File: config.mk
export PLATFORM = sky130hd
export DESIGN_NAME = can_tx_multi_arbiter_flat
export DESIGN_NICKNAME = d
export VERILOG_FILES = /design/src/rtl/can_tx_multi_arbiter_pkg.sv /design/src/rtl/can_tx_multi_arbiter_if.sv /design/src/rtl/can_tx_multi_arbiter_arb_select.sv /design/src/rtl/can_tx_multi_arbiter.sv /design/src/flat_wrapper.sv
export SDC_FILE = /design/constraint.sdc
export NUM_CORES = 1
export LEC_CHECK = 0
export BUFFER_PORTS_ARGS = -buffer_cell sky130_fd_sc_hd__buf_2
export CELL_PAD_IN_SITES_DETAIL_PLACEMENT = 0
export CELL_PAD_IN_SITES_GLOBAL_PLACEMENT = 1
export CORE_AREA = 3 3 253 255
export DETAILED_ROUTE_END_ITERATION = 10
export DIE_AREA = 0 0 256 258
export GPL_ROUTABILITY_DRIVEN = 0
export PLACE_DENSITY_LB_ADDON = 0.1
export SLEW_MARGIN = 10
export SYNTH_ARGS = -nofsm -noshare
export SYNTH_HDL_FRONTEND = slang
export SYNTH_HIERARCHICAL = 1
export SYNTH_SLANG_ARGS = --single-unit
File: constraint.sdc
create_clock -name i_sys_clk -period 16 [get_ports i_sys_clk]
set_clock_uncertainty 0.1 [all_clocks]
set_input_delay 3.2 -clock i_sys_clk [delete_from_list [all_inputs] [get_ports i_sys_clk]]
set_output_delay 3.2 -clock i_sys_clk [all_outputs]
set_load 0.03 [all_outputs]
File: src/rtl/can_tx_multi_arbiter_pkg.sv
// Shared types and helpers for the multi-source CAN TX arbiter.
// Holds the FSM state enum, the arbitration mode codes and the frame-ID extractor.
package can_tx_pkg;

    typedef enum logic [2:0] {
        IDLE,
        ARB,
        LOAD,
        SEND,
        WAIT_DONE
    } state_t;

    localparam logic MODE_FIXED = 1'b0;
    localparam logic MODE_ID    = 1'b1;

    // Upper bounds for get_id; callers zero-extend their word and truncate the result.
    localparam int MAX_WORD_W = 1024;
    localparam int MAX_ID_W   = 32;

    function automatic logic [MAX_ID_W-1:0] get_id(input logic [MAX_WORD_W-1:0] word,
                                                   input int unsigned         lsb);
        logic [MAX_WORD_W-1:0] shifted;
        shifted = word >> lsb;
        return shifted[MAX_ID_W-1:0];
    endfunction

endpackage

File: src/rtl/can_tx_multi_arbiter_if.sv
// Source/transmitter signal bundle of the CAN TX arbiter.
// master = arbiter side, slave = sources plus transmit engine.
interface can_tx_multi_arbiter_if #(
    parameter int NUM_SRC = 4,
    parameter int DATA_W  = 128
);
    localparam int IDX_W = $clog2(NUM_SRC);

    logic [NUM_SRC-1:0]        i_req;
    logic [NUM_SRC*DATA_W-1:0] i_data;
    logic                      i_busy_can;
    logic [NUM_SRC-1:0]        o_rd_en;
    logic [DATA_W-1:0]         o_send_data;
    logic                      o_send_en;
    logic [IDX_W-1:0]          o_grant_idx;
    logic                      o_tx_done;

    modport master (
        input  i_req, i_data, i_busy_can,
        output o_rd_en, o_send_data, o_send_en, o_grant_idx, o_tx_done
    );

    modport slave (
        output i_req, i_data, i_busy_can,
        input  o_rd_en, o_send_data, o_send_en, o_grant_idx, o_tx_done
    );

endinterface

File: src/rtl/can_tx_multi_arbiter_arb_select.sv
// Combinational winner select: aged requesters first (lowest index), else
// lowest requesting index (MODE_FIXED) or smallest ID with index tie-break (MODE_ID).
module can_tx_arb_select
    import can_tx_pkg::*;
#(
    parameter int NUM_SRC = 4,
    parameter int ID_W    = 11,
    parameter int IDX_W   = $clog2(NUM_SRC)
) (
    input  logic                    mode,
    input  logic [NUM_SRC-1:0]      req,
    input  logic [NUM_SRC*ID_W-1:0] ids,
    input  logic [NUM_SRC-1:0]      aged,
    output logic [IDX_W-1:0]        win_idx,
    output logic                    win_valid
);

    logic [NUM_SRC-1:0] aged_req;
    logic [ID_W-1:0]    best_id;
    logic               found;

    assign aged_req = aged & req;

    always_comb begin
        // NOTE: every output gets a default first so no path can infer a latch.
        win_idx   = '0;
        win_valid = |req;
        best_id   = '0;
        found     = 1'b0;
        if (|aged_req) begin
            for (int k = NUM_SRC - 1; k >= 0; k--) begin
                if (aged_req[k]) win_idx = IDX_W'(k);
            end
        end else if (mode == MODE_FIXED) begin
            for (int k = NUM_SRC - 1; k >= 0; k--) begin
                if (req[k]) win_idx = IDX_W'(k);
            end
        end else begin
            // Strict '<' keeps the earlier (lower) index on equal IDs.
            for (int k = 0; k < NUM_SRC; k++) begin
                if (req[k] && (!found || (ids[k*ID_W +: ID_W] < best_id))) begin
                    found   = 1'b1;
                    best_id = ids[k*ID_W +: ID_W];
                    win_idx = IDX_W'(k);
                end
            end
        end
    end

endmodule

File: src/rtl/can_tx_multi_arbiter.sv
// TX arbiter: picks one of NUM_SRC sources per frame, pops it, holds the frame for
// the CAN transmitter and tracks completion via busy. Aging enabled by CAN_TX_AGING_EN.
module can_tx_multi_arbiter
    import can_tx_pkg::*;
#(
    parameter int NUM_SRC   = 4,
    parameter int DATA_W    = 128,
    parameter int ID_W      = 11,
    parameter int ID_LSB    = 117,
    parameter int AGE_LIMIT = 8
) (
    input  logic                  i_sys_clk,
    input  logic                  i_reset,
    input  logic                  i_cen,
    input  logic                  i_mode,
    can_tx_multi_arbiter_if.master bus
);

    localparam int IDX_W = $clog2(NUM_SRC);

    state_t                    state_q, state_d;
    logic [IDX_W-1:0]          win_idx_q;
    logic [DATA_W-1:0]         latch_q;
    logic                      tx_done_q;
    logic [NUM_SRC*ID_W-1:0]   ids;
    logic [NUM_SRC-1:0]        aged;
    logic [IDX_W-1:0]          sel_idx;
    logic                      sel_valid;
    logic                      arb_fire;

    for (genvar k = 0; k < NUM_SRC; k++) begin : g_id
        assign ids[k*ID_W +: ID_W] =
            ID_W'(get_id(MAX_WORD_W'(bus.i_data[k*DATA_W +: DATA_W]), ID_LSB));
    end

    can_tx_arb_select #(
        .NUM_SRC (NUM_SRC),
        .ID_W    (ID_W),
        .IDX_W   (IDX_W)
    ) u_select (
        .mode      (i_mode),
        .req       (bus.i_req),
        .ids       (ids),
        .aged      (aged),
        .win_idx   (sel_idx),
        .win_valid (sel_valid)
    );

    assign arb_fire = (state_q == ARB) && i_cen && !bus.i_busy_can && sel_valid;

    always_comb begin
        state_d = state_q;
        unique case (state_q)
            IDLE:      if (i_cen) state_d = ARB;
            ARB: begin
                if (!i_cen)       state_d = IDLE;
                else if (arb_fire) state_d = LOAD;
            end
            LOAD:      state_d = SEND;
            SEND:      if (bus.i_busy_can) state_d = WAIT_DONE;
            WAIT_DONE: if (!bus.i_busy_can) state_d = i_cen ? ARB : IDLE;
            default:   state_d = IDLE;
        endcase
    end

    always_ff @(posedge i_sys_clk) begin
        if (i_reset) begin
            state_q   <= IDLE;
            win_idx_q <= '0;
            latch_q   <= '0;
            tx_done_q <= 1'b0;
        end else begin
            // NOTE: non-blocking throughout so every register sees pre-edge values.
            state_q   <= state_d;
            tx_done_q <= (state_q == WAIT_DONE) && !bus.i_busy_can;
            if (arb_fire) win_idx_q <= sel_idx;
            if (state_q == LOAD) latch_q <= bus.i_data[win_idx_q*DATA_W +: DATA_W];
        end
    end

`ifdef CAN_TX_AGING_EN
    localparam int AGE_W = $clog2(AGE_LIMIT + 1);

    logic [AGE_W-1:0] age_q [NUM_SRC];

    always_ff @(posedge i_sys_clk) begin
        if (i_reset) begin
            for (int k = 0; k < NUM_SRC; k++) age_q[k] <= '0;
        end else if (arb_fire) begin
            for (int k = 0; k < NUM_SRC; k++) begin
                if (sel_idx == IDX_W'(k) || !bus.i_req[k])
                    age_q[k] <= '0;
                else if (age_q[k] != AGE_W'(AGE_LIMIT))
                    age_q[k] <= age_q[k] + 1'b1;
            end
        end
    end

    for (genvar k = 0; k < NUM_SRC; k++) begin : g_aged
        assign aged[k] = (age_q[k] == AGE_W'(AGE_LIMIT));
    end
`else
    assign aged = '0;
`endif

    assign bus.o_rd_en     = (state_q == LOAD) ? (NUM_SRC'(1) << win_idx_q) : '0;
    assign bus.o_send_en   = (state_q == SEND);
    assign bus.o_send_data = latch_q;
    assign bus.o_grant_idx = win_idx_q;
    assign bus.o_tx_done   = tx_done_q;

endmodule
File: src/flat_wrapper.sv
// flat-port wrapper written by rule: the top's interface ports become plain ports
module can_tx_multi_arbiter_flat import can_tx_pkg::*;
#(
    parameter int NUM_SRC   = 4,
    parameter int DATA_W    = 128,
    parameter int ID_W      = 11,
    parameter int ID_LSB    = 117,
    parameter int AGE_LIMIT = 8
)
  (i_sys_clk, i_reset, i_cen, i_mode, bus_i_req, bus_i_data, bus_i_busy_can, bus_o_rd_en, bus_o_send_data, bus_o_send_en, bus_o_grant_idx, bus_o_tx_done);
  can_tx_multi_arbiter_if #(.NUM_SRC(NUM_SRC), .DATA_W(DATA_W)) bus_i ();
  input  logic i_sys_clk;
  input  logic i_reset;
  input  logic i_cen;
  input  logic i_mode;
  input wire logic [$bits(bus_i.i_req)-1:0] bus_i_req;
  input wire logic [$bits(bus_i.i_data)-1:0] bus_i_data;
  input wire logic [$bits(bus_i.i_busy_can)-1:0] bus_i_busy_can;
  output wire logic [$bits(bus_i.o_rd_en)-1:0] bus_o_rd_en;
  output wire logic [$bits(bus_i.o_send_data)-1:0] bus_o_send_data;
  output wire logic [$bits(bus_i.o_send_en)-1:0] bus_o_send_en;
  output wire logic [$bits(bus_i.o_grant_idx)-1:0] bus_o_grant_idx;
  output wire logic [$bits(bus_i.o_tx_done)-1:0] bus_o_tx_done;
  assign bus_i.i_req = bus_i_req;
  assign bus_i.i_data = bus_i_data;
  assign bus_i.i_busy_can = bus_i_busy_can;
  assign bus_o_rd_en = bus_i.o_rd_en;
  assign bus_o_send_data = bus_i.o_send_data;
  assign bus_o_send_en = bus_i.o_send_en;
  assign bus_o_grant_idx = bus_i.o_grant_idx;
  assign bus_o_tx_done = bus_i.o_tx_done;
  can_tx_multi_arbiter #(.NUM_SRC(NUM_SRC), .DATA_W(DATA_W), .ID_W(ID_W), .ID_LSB(ID_LSB), .AGE_LIMIT(AGE_LIMIT)) u_core (.i_sys_clk(i_sys_clk), .i_reset(i_reset), .i_cen(i_cen), .i_mode(i_mode), .bus(bus_i));
endmodule
Yosys cells after proc, flatten, opt, wreduce, memory -nomap -nowiden
Index checks and enable logic that the tools add are counted.
- memory bits (writable): 0
- register bits after elaboration: 134
- bits in latches: 0
- bits in read-only memories: 0
- word-level logic and storage cells: 62
- memories: 0
- output and inout port bits: 136
- bits of input ports: 521
- eq/ne operators: 8
- reduce and logical (&&, ||, !) cells: 17
- muxes and demuxes: 28
- $lt $le $gt $ge: 3
- div/mod/pow operators: 0
- $add $sub $neg: 0
- multiply operators: 0
- bitwise logic cells: 0
- shifts and indexed selects: 2
- operator list (kind ; number):
    512-bit by 10-bit variable part select with 128-bit output ; 1
    11-bit two-way mux ; 6
    11-bit less-than comparator ; 3
    3-bit two-way mux ; 5
    3-bit one-hot mux with 5 select lines ; 1
    2-bit two-way mux ; 7
    1-bit two-way mux ; 8
    1-bit logical AND ; 7
    3-bit by 2-bit equality test with 1-bit output (second input constant) ; 2
    2-bit inequality test (second input constant) ; 3
    1-bit logical NOT ; 4
    4-bit two-way mux ; 1
    4-bit AND reduction ; 1
    4-bit OR reduction ; 1
    1-bit by 2-bit << shifter with 4-bit output (first input constant) ; 1
    3-bit by 1-bit equality test with 1-bit output (second input constant) ; 1
    3-bit equality test (second input constant) ; 1
    3-bit logical NOT ; 1
    1-bit logical OR ; 3
    3-bit by 2-bit inequality test with 1-bit output (second input constant) ; 1

Logic depth before layout (Yosys ltp)
- word-level depth: 17
- mapped depth: 32
- gate-level depth less buffers: 29

Modules after synthesis
Netlist, hierarchy kept.
- modules (own cells, without submodules) (module ; area an instance (µm²) ; cells each ; seq. area each (µm²) ; instances):
    can_tx_multi_arbiter ; 7372.1 ; 492 ; 2682.6 ; 1
    can_tx_arb_select ; 1244.9 ; 171 ; 0.0 ; 1

Worst setup path before layout
No wires, ideal clock.
- path kind: in2reg
- start point: in bus_i_req[0]
- end point: reg u_core.win_idx_q[0], in the netlist u_core/bus.o_grant_idx[0]
- cell stages on the path: 32
- buffers on the path: 3
- library setup time: 0.064 ns
- setup slack: 7.495 ns
- arrival time: 8.341 ns
- path through: buf_2 > buf_1 > nand2_1 > ha_1 > a21oi_1 > nor2_1 > a211oi_1 > nand2_1 > nand2_1 > nand2_2 > mux2_2 > ha_1 > nand3_1 > nor2_1 > a2111oi_2 > o31ai_1 > or2_1 > o31a_4 > buf_6 > nor2_2 > a21o_1 > ha_1 > a21o_1 > a21o_1 > a21o_1 > a211oi_1 > o211ai_1 > a31oi_1 > o21ai_0 > a31oi_1 > mux2i_1 > nor2_1
- longest elaborated chain between the ends: 17
- elaborated cells on any way between the ends: 31
- RTL lines (element ; line ; text):
    start, declared ; flat_wrapper.sv:16 ; input wire logic [$bits(bus_i.i_req)-1:0] bus_i_req;
    11-bit two-way mux / 1-bit two-way mux (equally long branches) ; can_tx_multi_arbiter_arb_select.sv:41 ; if (req[k] && (!found || (ids[k*ID_W +: ID_W] < best_id))) begin
    11-bit two-way mux / 1-bit two-way mux (equally long branches) ; can_tx_multi_arbiter_arb_select.sv:34 ; end else if (mode == MODE_FIXED) begin
    11-bit less-than comparator / 1-bit logical NOT (equally long branches) ; can_tx_multi_arbiter_arb_select.sv:41 ;
    1-bit logical OR ; can_tx_multi_arbiter_arb_select.sv:41 ;
    1-bit logical AND ; can_tx_multi_arbiter_arb_select.sv:41 ;
    11-bit two-way mux / 1-bit two-way mux (equally long branches) ; can_tx_multi_arbiter_arb_select.sv:41 ;
    11-bit two-way mux / 1-bit two-way mux (equally long branches) ; can_tx_multi_arbiter_arb_select.sv:34 ;
    11-bit less-than comparator / 1-bit logical NOT (equally long branches) ; can_tx_multi_arbiter_arb_select.sv:41 ;
    [2 not listed] ; -- ;
    11-bit two-way mux / 1-bit two-way mux (equally long branches) ; can_tx_multi_arbiter_arb_select.sv:41 ;
    11-bit two-way mux / 1-bit two-way mux (equally long branches) ; can_tx_multi_arbiter_arb_select.sv:34 ;
    11-bit less-than comparator / 1-bit logical NOT (equally long branches) ; can_tx_multi_arbiter_arb_select.sv:41 ;
    1-bit logical OR ; can_tx_multi_arbiter_arb_select.sv:41 ;
    1-bit logical AND ; can_tx_multi_arbiter_arb_select.sv:41 ;
    2-bit two-way mux ; can_tx_multi_arbiter_arb_select.sv:41 ;
    2-bit two-way mux (*) ; can_tx_multi_arbiter_arb_select.sv:34 ;
    named net u_core.sel_idx[0] ; can_tx_multi_arbiter.sv:27 ; logic [IDX_W-1:0] sel_idx;
    end signal, assigned ; can_tx_multi_arbiter.sv:76 ; if (arb_fire) win_idx_q <= sel_idx;
    end, declared ; can_tx_multi_arbiter.sv:22 ; logic [IDX_W-1:0] win_idx_q;
The timed path passes the listed nets; every way through them passes the cells marked *. The select of a mux whose other input is x is not followed.
A chain may end at the register's enable or synchronous reset.

Final worst setup path
Same ends and word-level chain as after synthesis.

==> key figures <==
Critical path
  • Critical path launch point type: input pin
  • Max incr delay on CP: 420 ps
  • Worst Path Required: 16300 ps
  • Largest delay share family, worst path: compound AO/OA/AOI/OAI gates
  • Buf/Inv on CP: 1
  • CP endpoint kind: register
  • Top cell by count, worst path: a21o_1
  • Arr. time, crit path: 8970 ps
  • CP max-delay cell: o31ai_1
  • CP max FO: 22
  • Kind of critical path: in -> reg

Run status
  • Outcome: finished clean

Cells and area
  • Layout cells sized above 1: 0.6572
  • FILL cells: 6829
  • Most frequent cells in the layout: buf_2 (656), dfxtp_1 (132), a22o_1 (129), mux4_2 (128), ha_1 (30)
  • Most common cell after layout, fill and taps aside: buf_2
  • Nets: 1842
  • Synth-to-Final Area Change: 53.51%
  • Design Area, Final: 0.01323 mm^2
  • Fin util: 0.2140
  • Final cell count without fillers: 2145

Yosys
  • Ys async rst share: 0
  • Post-Synth Simple-Gate Area: 0.05024
  • Largest family of logic cells by synthesized area: multiplexers
  • Post-synthesis cell area: 0.008617 mm^2
  • Top FF cell, synth: dfxtp_1
  • Number of flops mapped to enable cells by yosys: 0
  • Area share of fa/ha/maj cells after synthesis: 0.04356
  • Avg Synthesized Cell Area: 13.00 um^2
  • Count of different cell masters after synthesis: 51
  • Mapped Cells: 663
  • Post-synthesis sequential area ratio: 0.3113
  • Post-Synth XOR/XNOR Area: 0
  • Compound-Gate Fraction of Synth Area: 0.1832
  • Flip-flop and latch count after synthesis: 134
  • Multiplexer area fraction after synthesis: 0.3499
  • YS warnings: 6

Floorplan
  • Die area: 0.06605 mm^2
  • Initial Util: 0.1394
  • Die Span Y: 258 um
  • Rows: 91
  • I/O pin count: 657
  • Core Box Area: 0.06183 mm^2
  • Die X: 256 um

Global route
  • First-pass GRT wire length: 68420 um
  • GRT Residual Overflow: 0
  • Overall global routing resource usage: 0.1444
  • Initial antenna violation count: 10
  • Vias in the first global route: 9106
  • Largest net degree at the start of global routing: 70

CTS
  • Cts repair resizes: 0
  • CTS Buf Count: 17
  • Reg clk slew, reported paths: 70 ps
  • Clk root buf: clkbuf_16
  • Clk buf depth: 2
  • Num Clock Sinks: 134
  • TritonCTS clock tree: done
  • Cts hold-fix bufs: 0
  • H-tree lvl count: 4
  • Setup Buffers After CTS: 0
  • Worst skew pair latency: 470 ps

Routing
  • Routed wire length: 48860 um
  • DR iter-0 viols: 405
  • First-pass DRT Iterations: 6
  • ANT nets after route: 0
  • Vias: 8672
  • WL per Instance: 22.78 um
  • Via density: 4.043
  • Residual DRC count: 0

Power and ir drop
  • Leak: 6.065 nW
  • Cell Pwr Density: 84.41 mW/mm^2
  • Peak supply drop: 0.07946 mV
  • Total power: 1.117 mW

Min path
  • Hold/Removal Path Class: reg -> reg

Job
  • Max Cap Viol: 0

Timing
  • Hold Fails Final Rpt: 0
  • Fin crit share: 0.5416
  • Min cycle time layout: 8665 ps
  • Fin. max-slew vios: 0
  • Setup WS post-layout: 7335 ps
  • RSZ-0062 raised after global routing: false
  • Slew @ Worst Pin: 920.9 ps
  • FMAX: 0.1154 GHz
  • Slew Limit Headroom: 0.3861
  • Fin Hold WS: 370.0 ps
  • Final setup viols: 0
  • Post-route setup TNS: 0 ps

Place
  • Cell Area, Placed: 0.01260 mm^2
  • Placed cell count: 2109
  • Setup WS pre-CTS: 6836 ps
  • Dpl hpwl: 40260 um
  • PortBufs: 656
[cell families after synthesis]
| family | count (synthesis) |
|---|---|
| DFF | 134 |
| other | 1 |
| muxes | 140 |
| AOI/OAI and AO/OA | 193 |
| and+or+nand+nor | 83 |
| buffers and inverters | 82 |
| adders and majority gates | 30 |
[Yosys cell counts, drive strengths merged, types with 10 or more instances]
| cell type | n | area, um^2 |
|---|---|---|
| dfxtp | 134 | 2683 |
| a22o | 129 | 1130 |
| mux4 | 128 | 2883 |
| buf | 40 | 360.4 |
| ha | 30 | 375.4 |
| clkbuf | 27 | 111.4 |
| nand2 | 27 | 103.9 |
| nor2 | 27 | 133.9 |
| a21o | 17 | 127.6 |
| inv | 15 | 56.30 |
| o21ai | 11 | 55.05 |
| a21oi | 10 | 50.05 |
| mux2 | 10 | 112.6 |
[metal layers]
| layer | up-vias | global-route usage | share of wire |
|---|---|---|---|
| met5 | - | 0 | 0.00049 |
| met4 | 4 | 0.04656 | 0.023 |
| met3 | 44 | 0.04560 | 0.066 |
| met2 | 343 | 0.2634 | 0.53 |
| met1 | 4290 | 0.1590 | 0.38 |
| li1 | 3991 | - | - |
[path summary, 6_finish.rpt]
| kind | from | endpoint | slack [ps] | cells past startpoint |
|---|---|---|---|---|
| hold reg to reg | u_core/bus.o_send_data[104] | u_core/bus.o_send_data[104] | 370 | 1 |
| hold / removal | u_core/bus.o_send_data[104] | u_core/bus.o_send_data[104] | 370 | 1 |
| setup / recovery | bus_i_req[0] | u_core/bus.o_grant_idx[0] | 7330 | 30 |
| setup reg to reg | u_core/state_q[1] | u_core/bus.o_send_data[10] | 12730 | 5 |
[worst register-to-register path: stages, from the launching register on]
cell and delay [ps]:
dfxtp_1 480, or3b_4 460, nor2_4 520, buf_4 650, buf_4 720, a22o_1 270
[area by class of cell]
| cell class | instances | area [um^2] | area share |
|---|---|---|---|
| flip-flops and latches | 134 | 2690 | 0.2034 |
| clock inverters | 14 | 188.9 | 0.01428 |
| repair buffers | 665 | 3351 | 0.2533 |
| well taps | 837 | 1047 | 0.07917 |
| diodes | 4 | 10.01 | 0.0007567 |
| inverters | 15 | 56.30 | 0.004257 |
| multi-input cells | 458 | 5455 | 0.4124 |
| clock buffers | 18 | 429.2 | 0.03244 |
[registers in the layout, summed over array words and instances (netlist names)]
signal	flops
u_core/bus.o_send_data	128
u_core/state_q	3
u_core/bus.o_grant_idx	2
u_core/bus.o_tx_done	1
[power breakdown]
group / switching (mW) / leakage, nW / internal (mW)
Sequential: 0.0150 / 1.09 / 0.359
Clock: 0.183 / 0.297 / 0.250
Combinational: 0.172 / 4.68 / 0.137
Power figures use the tool's default switching activity.
